--- src/rtl/ssd_scan_driver.sv ---
// ssd_scan_driver: time-multiplexed seven-segment driver for a common-anode
// display. Per-digit number/dash/blank modes, optional leading-zero blanking,
// optional hex glyphs. Inputs are captured into shadow registers once per
// frame, so a value that changes mid-scan never produces a torn display.
module ssd_scan_driver #(
    parameter int DIGITS      = 4,
    parameter int REFRESH_DIV = 100000,
    parameter bit HEX_EN      = 1'b0
) (
    input  logic                  clk,
    input  logic                  rst,
    input  logic [4*DIGITS-1:0]   value,
    input  logic [2*DIGITS-1:0]   mode,
    input  logic [DIGITS-1:0]     dp_in,
    input  logic                  lzb,
    output logic [DIGITS-1:0]     an,
    output logic [6:0]            seg,
    output logic                  dp,
    output logic                  frame_tick
);

    localparam int CNT_W = (REFRESH_DIV > 1) ? $clog2(REFRESH_DIV) : 1;
    localparam int IDX_W = (DIGITS > 1) ? $clog2(DIGITS) : 1;
    localparam logic [CNT_W-1:0] CNT_LAST = CNT_W'(REFRESH_DIV - 1);
    localparam logic [IDX_W-1:0] IDX_LAST = IDX_W'(DIGITS - 1);

    // Segment patterns, {g,f,e,d,c,b,a}, active-low.
    localparam logic [6:0] SEG_BLANK = 7'b1111111;
    localparam logic [6:0] SEG_DASH  = 7'b0111111;

    // Per-digit display modes; 2'b11 behaves as blank as well.
    typedef enum logic [1:0] {
        MODE_NUM   = 2'b00,
        MODE_DASH  = 2'b01,
        MODE_BLANK = 2'b10
    } digit_mode_e;

    logic [CNT_W-1:0]    cnt;
    logic [IDX_W-1:0]    idx;
    logic                load_pend;

    logic [4*DIGITS-1:0] sh_value;
    logic [2*DIGITS-1:0] sh_mode;
    logic [DIGITS-1:0]   sh_dp;
    logic                sh_lzb;

    logic                cnt_wrap;
    logic                load_now;

    logic [3:0]          nib_arr  [DIGITS];
    logic [1:0]          mode_arr [DIGITS];
    logic [DIGITS-1:0]   lz_blank;
    logic                above_ok;
    logic                num_zero;

    logic [3:0]          cur_nib;
    logic [1:0]          cur_mode;
    logic [6:0]          num_glyph;
    logic [6:0]          seg_next;
    logic [DIGITS-1:0]   an_next;
    logic                dp_next;

    // Unpack shadow vectors into per-digit fields for indexed selection.
    for (genvar g = 0; g < DIGITS; g++) begin : g_unpack
        assign nib_arr[g]  = sh_value[4*g +: 4];
        assign mode_arr[g] = sh_mode[2*g +: 2];
    end

    assign cnt_wrap = (cnt == CNT_LAST);
    // Shadow load on the first edge after reset, then once per frame boundary.
    assign load_now = load_pend || (cnt_wrap && (idx == IDX_LAST));

    // Leading-zero blanking: walk from the top digit down; blanking continues
    // only through number-mode zeros and blank-mode digits.
    always_comb begin
        // NOTE: every combinational output gets a default before any branch
        // or loop, so no path can leave it unassigned and infer a latch.
        lz_blank = '0;
        above_ok = 1'b1;
        num_zero = 1'b0;
        for (int i = DIGITS - 1; i >= 1; i--) begin
            num_zero    = (mode_arr[i] == MODE_NUM) && (nib_arr[i] == 4'h0);
            lz_blank[i] = sh_lzb && above_ok && num_zero;
            above_ok    = above_ok && (num_zero || mode_arr[i][1]);
        end
    end

    // Numeric glyph for the nibble of the digit currently selected.
    always_comb begin
        cur_nib  = nib_arr[idx];
        cur_mode = mode_arr[idx];
        case (cur_nib)
            4'h0:    num_glyph = 7'b1000000;
            4'h1:    num_glyph = 7'b1111001;
            4'h2:    num_glyph = 7'b0100100;
            4'h3:    num_glyph = 7'b0110000;
            4'h4:    num_glyph = 7'b0011001;
            4'h5:    num_glyph = 7'b0010010;
            4'h6:    num_glyph = 7'b0000010;
            4'h7:    num_glyph = 7'b1111000;
            4'h8:    num_glyph = 7'b0000000;
            4'h9:    num_glyph = 7'b0010000;
            4'hA:    num_glyph = HEX_EN ? 7'b0001000 : SEG_BLANK;
            4'hB:    num_glyph = HEX_EN ? 7'b0000011 : SEG_BLANK;
            4'hC:    num_glyph = HEX_EN ? 7'b1000110 : SEG_BLANK;
            4'hD:    num_glyph = HEX_EN ? 7'b0100001 : SEG_BLANK;
            4'hE:    num_glyph = HEX_EN ? 7'b0000110 : SEG_BLANK;
            default: num_glyph = HEX_EN ? 7'b0001110 : SEG_BLANK;
        endcase
    end

    // Final segment/anode/dp values for the current digit, applied at the edge.
    always_comb begin
        seg_next = num_glyph;
        if (cur_mode == MODE_DASH) begin
            seg_next = SEG_DASH;
        end else if (cur_mode[1] || lz_blank[idx]) begin
            seg_next = SEG_BLANK;
        end
        an_next = ~(DIGITS'(1) << idx);
        dp_next = ~sh_dp[idx];
    end

    // Scan counters, shadow capture and registered pin outputs.
    always_ff @(posedge clk) begin
        // NOTE: sequential state uses non-blocking assignments so every
        // register samples pre-edge values regardless of statement order.
        if (rst) begin
            cnt        <= '0;
            idx        <= '0;
            load_pend  <= 1'b1;
            sh_value   <= '0;
            sh_mode    <= '1;
            sh_dp      <= '0;
            sh_lzb     <= 1'b0;
            an         <= '1;
            seg        <= SEG_BLANK;
            dp         <= 1'b1;
            frame_tick <= 1'b0;
        end else begin
            frame_tick <= load_now;
            if (load_now) begin
                sh_value <= value;
                sh_mode  <= mode;
                sh_dp    <= dp_in;
                sh_lzb   <= lzb;
            end
            if (load_pend) begin
                // Start-up edge: only the shadow load happens; the scan and
                // the pins start on the following edge with fresh data.
                load_pend <= 1'b0;
            end else begin
                an  <= an_next;
                seg <= seg_next;
                dp  <= dp_next;
                if (cnt_wrap) begin
                    cnt <= '0;
                    idx <= (idx == IDX_LAST) ? '0 : idx + 1'b1;
                end else begin
                    cnt <= cnt + 1'b1;
                end
            end
        end
    end

endmodule

--- config.mk ---
export PLATFORM = sky130hd
export DESIGN_NAME = ssd_scan_driver
export DESIGN_NICKNAME = d
export VERILOG_FILES = /design/src/rtl/ssd_scan_driver.sv
export SDC_FILE = /design/constraint.sdc
export NUM_CORES = 1
export LEC_CHECK = 0
export ABC_AREA = 1
export BUFFER_PORTS_ARGS = -buffer_cell sky130_fd_sc_hd__buf_2
export CAP_MARGIN = 20
export CORE_MARGIN = 8
export CORE_UTILIZATION = 42
export CTS_CLUSTER_SIZE = 40
export DETAILED_ROUTE_END_ITERATION = 10
export PLACE_DENSITY = 0.62
export SETUP_SLACK_MARGIN = 0.15
export SYNTH_ARGS = -nofsm -noshare
export SYNTH_HDL_FRONTEND = slang
export SYNTH_SLANG_ARGS = --single-unit
--- constraint.sdc ---
create_clock -name clk -period 5.8 [get_ports clk]
set_clock_uncertainty 0.15 [all_clocks]
set_input_delay 1.16 -clock clk [delete_from_list [all_inputs] [get_ports clk]]
set_output_delay 1.16 -clock clk [all_outputs]
set_load 0.01 [all_outputs]
# After elaboration in Yosys (flattened, before gate mapping)
# Memories as Yosys holds them, arrays and structs flattened.
# Cells that the tools add are included.
# classes
n_addsub,2
n_mul,0
div,0
magnitude_cmp,2
n_eq_ne,3
shift,1
mux,15
bitwise,4
reduce_logical,21
# ops
cell,count
"adder 17 x 1 -> 17 bit, second input constant",1
"== test 17 bit, second input constant",1
two-way mux 17 bit,1
two-way mux 7 bit,2
zero test 4 bit,3
logical AND 1 bit,10
binary-select mux 4 bit (select 2 bit),1
two-way mux 4 bit,2
zero test 2 bit,3
two-way mux 2 bit,3
binary-select mux 1 bit (select 2 bit),2
binary-select mux 2 bit (select 2 bit),1
logical OR 1 bit,4
NOT 4 bit,1
"<< shifter 1 x 2 -> 4 bit, first input constant",1
"greater-or-equal comparator 3 bit, second input constant",1
"less-than comparator 2 x 3 -> 1 bit, second input constant",1
two-way mux 1 bit,3
NOT 2 -> 3 bit,1
"adder 2 x 1 -> 2 bit, second input constant",1
"== test 2 x 1 -> 1 bit, second input constant",1
"== test 2 bit, second input constant",1
NOT 1 bit,2
AND reduction 2 bit,1
# totals
register_bits,62
latch_bits,0
mem_bits_rw,0
romBits,112
input_bits,31
out_inout_bits,13
wordCells,60
memories,1
# mem_list
memory,depth,word_bits,rd,rd_clocked_by_memory_dff,write_ports,line_no,rtl
(name not given),16,7,1,0,0,92,case (cur_nib)

# Depth between registers and ports, before layout
# logic_depth
depth_word,11
depth_mapped,14
depth_no_buf,12

# Worst setup path after synthesis
# Ideal clock, no wire load.
# synth_timing
path_type,register to register
startpoint,register idx[1]
endpoint,register seg[0]
setup_ps,115
arrival_time_ps,1695
t_required_ps,5535
slack_ps,3840
stages_incl_launch_ff,14
n_path_buf,2
synth_period_minus_slack_ps,1960
cell_sequence,dfxtp_1 > buf_4 > inv_2 > buf_6 > nor2_1 > nand2_1 > nand2_1 > inv_1 > ha_1 > or2_2 > nand3_1 > nand3_1 > nand2_1 > nand2_1
# synth_via
elab_chain_cells,7
word_cells_on_any_way,14
classes_between,1 x eq/ne; 10 x mux; 1 x bitwise; 1 x reduce/logical; 1 x memory
# synth_lines
element,line_no,rtl
from (decl),39,logic [IDX_W-1:0] idx;
from (signal assigned),158,idx <= (idx == IDX_LAST) ? '0 : idx + 1'b1;
NOT 2 -> 3 bit (not written as such),"90, 91",
binary-select mux 4 bit (select 2 bit) or binary-select mux 2 bit (select 2 bit) (tied branches),"90, 91",
two-way mux 4 bit (not written as such) or two-way mux 2 bit (tied branches) (2 in series),"90, 91",
memory (16 x 7 bit) or logical OR 1 bit (tied branches),n/a,
two-way mux 7 bit,117,end else if (cur_mode[1] || lz_blank[idx]) begin
two-way mux 7 bit (*),115,if (cur_mode == MODE_DASH) begin
to (signal assigned),154,seg <= seg_next;
to (decl),17,"output logic [6:0] seg,"
# Mark *: on every way between the ends. The rest lies on a longest branch, timed or not. The select of a mux whose other input is x is not followed.
# A chain may end at the register's enable or synchronous reset.

==> metrics <==
FFs w/ async S/R, synth=0%; syn_area_per_cell=6.656 um^2; final setup fails=0; I/O pin count=44; worst reg2reg path depth=5; Starting Density=42.70%; core area=7607 um^2; Synth top area share=38.21%; Primary FF master, synth=dfxtp_1; CTS Buf Count=9; Vias=3025; CTS tree=built; maximum clock path buffer count=2; DRT iter0 DRCs=198; hold slack=0.3170 ns; sequential area share after synthesis=38.21%; top cells by area, synth=dfxtp_1 38%, nand2_1 14%, nand3_1 11%; H-tree levels=3; post-synth top area cell=dfxtp_1; placer's final routability congestion estimate=0.8493; Yosys reg bits=62; final setup TNS=0 ns; setup fix buffers added after clock tree synthesis=0; ant diodes=0; Tot GR Track Use=14.12%; row count=32; area grow syn2layout=11.59%; Max Cap Violations=0; WP data arrival=2.93 ns; syn_nets=529; Worst setup EP type=flop; vias in the first global route=2811; final period utilization=48.52%; grt ovf=0; Crit path required time=5.91 ns; Via density=4.832; Clock Pin Slew Worst Setup and Hold Paths=0.06 ns; slowest stage delay, CP=0.79 ns; most numerous cell in the Yosys netlist=nand2_1; P_leak=0.001660 uW; Post-synth top cells=122 x nand2_1, 71 x nand3_1, 68 x nor2_1; worst IR drop on VDD=0.0001234 V; Die Height=103.9 um; HP Class=flop to flop; clock sink count=62; pwr dens=247.0 nW/um^2; CP max FO=33; cell mode on critical path=inv_1; Pre-Repair DR Iteration Count=4; Post-Syn Area=3248 um^2; Post-DP Area=3457 um^2; clk root buf=clkbuf_8; Routed WL per cell=11.83 um; hpwl dp=5.299 mm; Antenna Violating Nets Remaining=0; worst hold path stage count=2; status=finished, final reports clean; Final Hold Vio Count=0; count of flip-flops with a built-in enable after synthesis=0; fraction of layout cells with a size suffix above 1=13.93%; port bufs=43; final slew viol count=0; Final min period=2.814 ns; drt total wl=7.403 mm; die area=10800 um^2; Syn Inst Count=488; post-route cell area=3625 um^2; RSZ-0062 raised after global routing=false; Crit Path Category=input port to flop; maximum clock rate=0.3553 GHz; slowest cell on the critical path=inv_1; initial antenna violation count=0; Synth warnings=0; worst skew pair latency=0.33 ns; crit path cell chain=buf_2 > inv_1 > nand2_1 > inv_1 > o21ai_0 > a21oi_1; Die X-Extent=103.9 um; worst slew pin tran=1.017 ns; post-CTS resize count=0; Critical Path Source Type=input port; Residual DRC=0; hold buffer count at CTS=0; Unique masters post-synth=29; first-pass GRT wire length=12.88 mm; Slew headroom=32.09%; pin count of the biggest net entering global routing=53; final net count=561
-- metal layers --
metal  wire (um)  global-route usage, %
met1        3883                  19.47
met2        3027                  20.21
met3         388                  4.151
met4         104                  5.067
met5           0                      0
-- path summary, 6_finish.rpt --
| check | from | slack [ns] | to |
|---|---|---|---|
| setup / recovery | rst | 2.99 | cnt[10] |
| hold / removal | seg[3] | 0.32 | seg[3] |
| setup reg to reg | idx[0] | 3.16 | sh_mode[2] |
| hold reg to reg | seg[3] | 0.32 | seg[3] |
-- per-stage QoR --
step	std cells	worst slack [ns]	total power, uW	utilization (%)
after floorplan	488	3.840	546.3	-
after global routing	626	2.783	947.5	47.65
after detailed placement	611	2.613	576.9	45.44
final	626	2.986	895.2	47.65
after CTS	626	2.960	910.0	47.65
after global placement	611	2.707	573.9	45.44
-- worst max-delay path: cells and delay by family --
family | cells | cell delay (ns)
AOI/OAI and AO/OA | 2 | 0.21
and+or+nand+nor | 1 | 0.34
buffers and inverters | 3 | 1.20
-- cells in the final DEF, fill, tap and decap left out --
cell type,count
nand2_1,122
nand3_1,71
nor2_1,68
dfxtp_1,62
inv_1,45
buf_2,43
a21oi_1,41
o21ai_0,11
clkbuf_8,11
ha_1,10
inv_2,5
nor3_1,5
or2_2,3
nand4_1,3
nor3b_1,3
xor2_1,3
clkbuf_1,3
nand2_2,2
nor3_2,2
buf_4,2
nand3_2,1
or2_0,1
a21oi_2,1
nor2_2,1
xnor2_1,1
o211ai_1,1
o21ai_4,1
o221ai_1,1
clkinv_2,1
-- flip-flops by register name, indices dropped and copies added, names as in the netlist --
name	cells
sh_value	16
load_pend	1
seg	7
dp	1
sh_dp	4
sh_mode	8
an	4
cnt	17
idx	2
frame_tick	1
sh_lzb	1
-- logic make-up after synthesis --
group                      share of synthesized area, %
and+or+nand+nor                                   37.21
AOI/OAI and AO/OA                                 9.284
DFF                                               38.21
buffers and inverters                             10.36
xor gates and xnor gates                          1.079
adders and majority gates                         3.852
-- area by class of cell --
cell class / count / area, um^2
Tap cell: 102 / 127.6
Timing Repair Buffer: 45 / 230.2
Clock buffer: 14 / 162.7
Multi-Input combinational cell: 352 / 1670
Inverter: 50 / 187.7
Clock inverter: 1 / 5.005
Fill cell: 832 / 3983
Sequential cell: 62 / 1241
-- where the power goes --
part	switching (uW)	internal, uW
clock	153	176
combinational	65.2	41.7
sequential	12.7	446
total	231	664
Note: power is estimated with default switching activity, not from simulation.
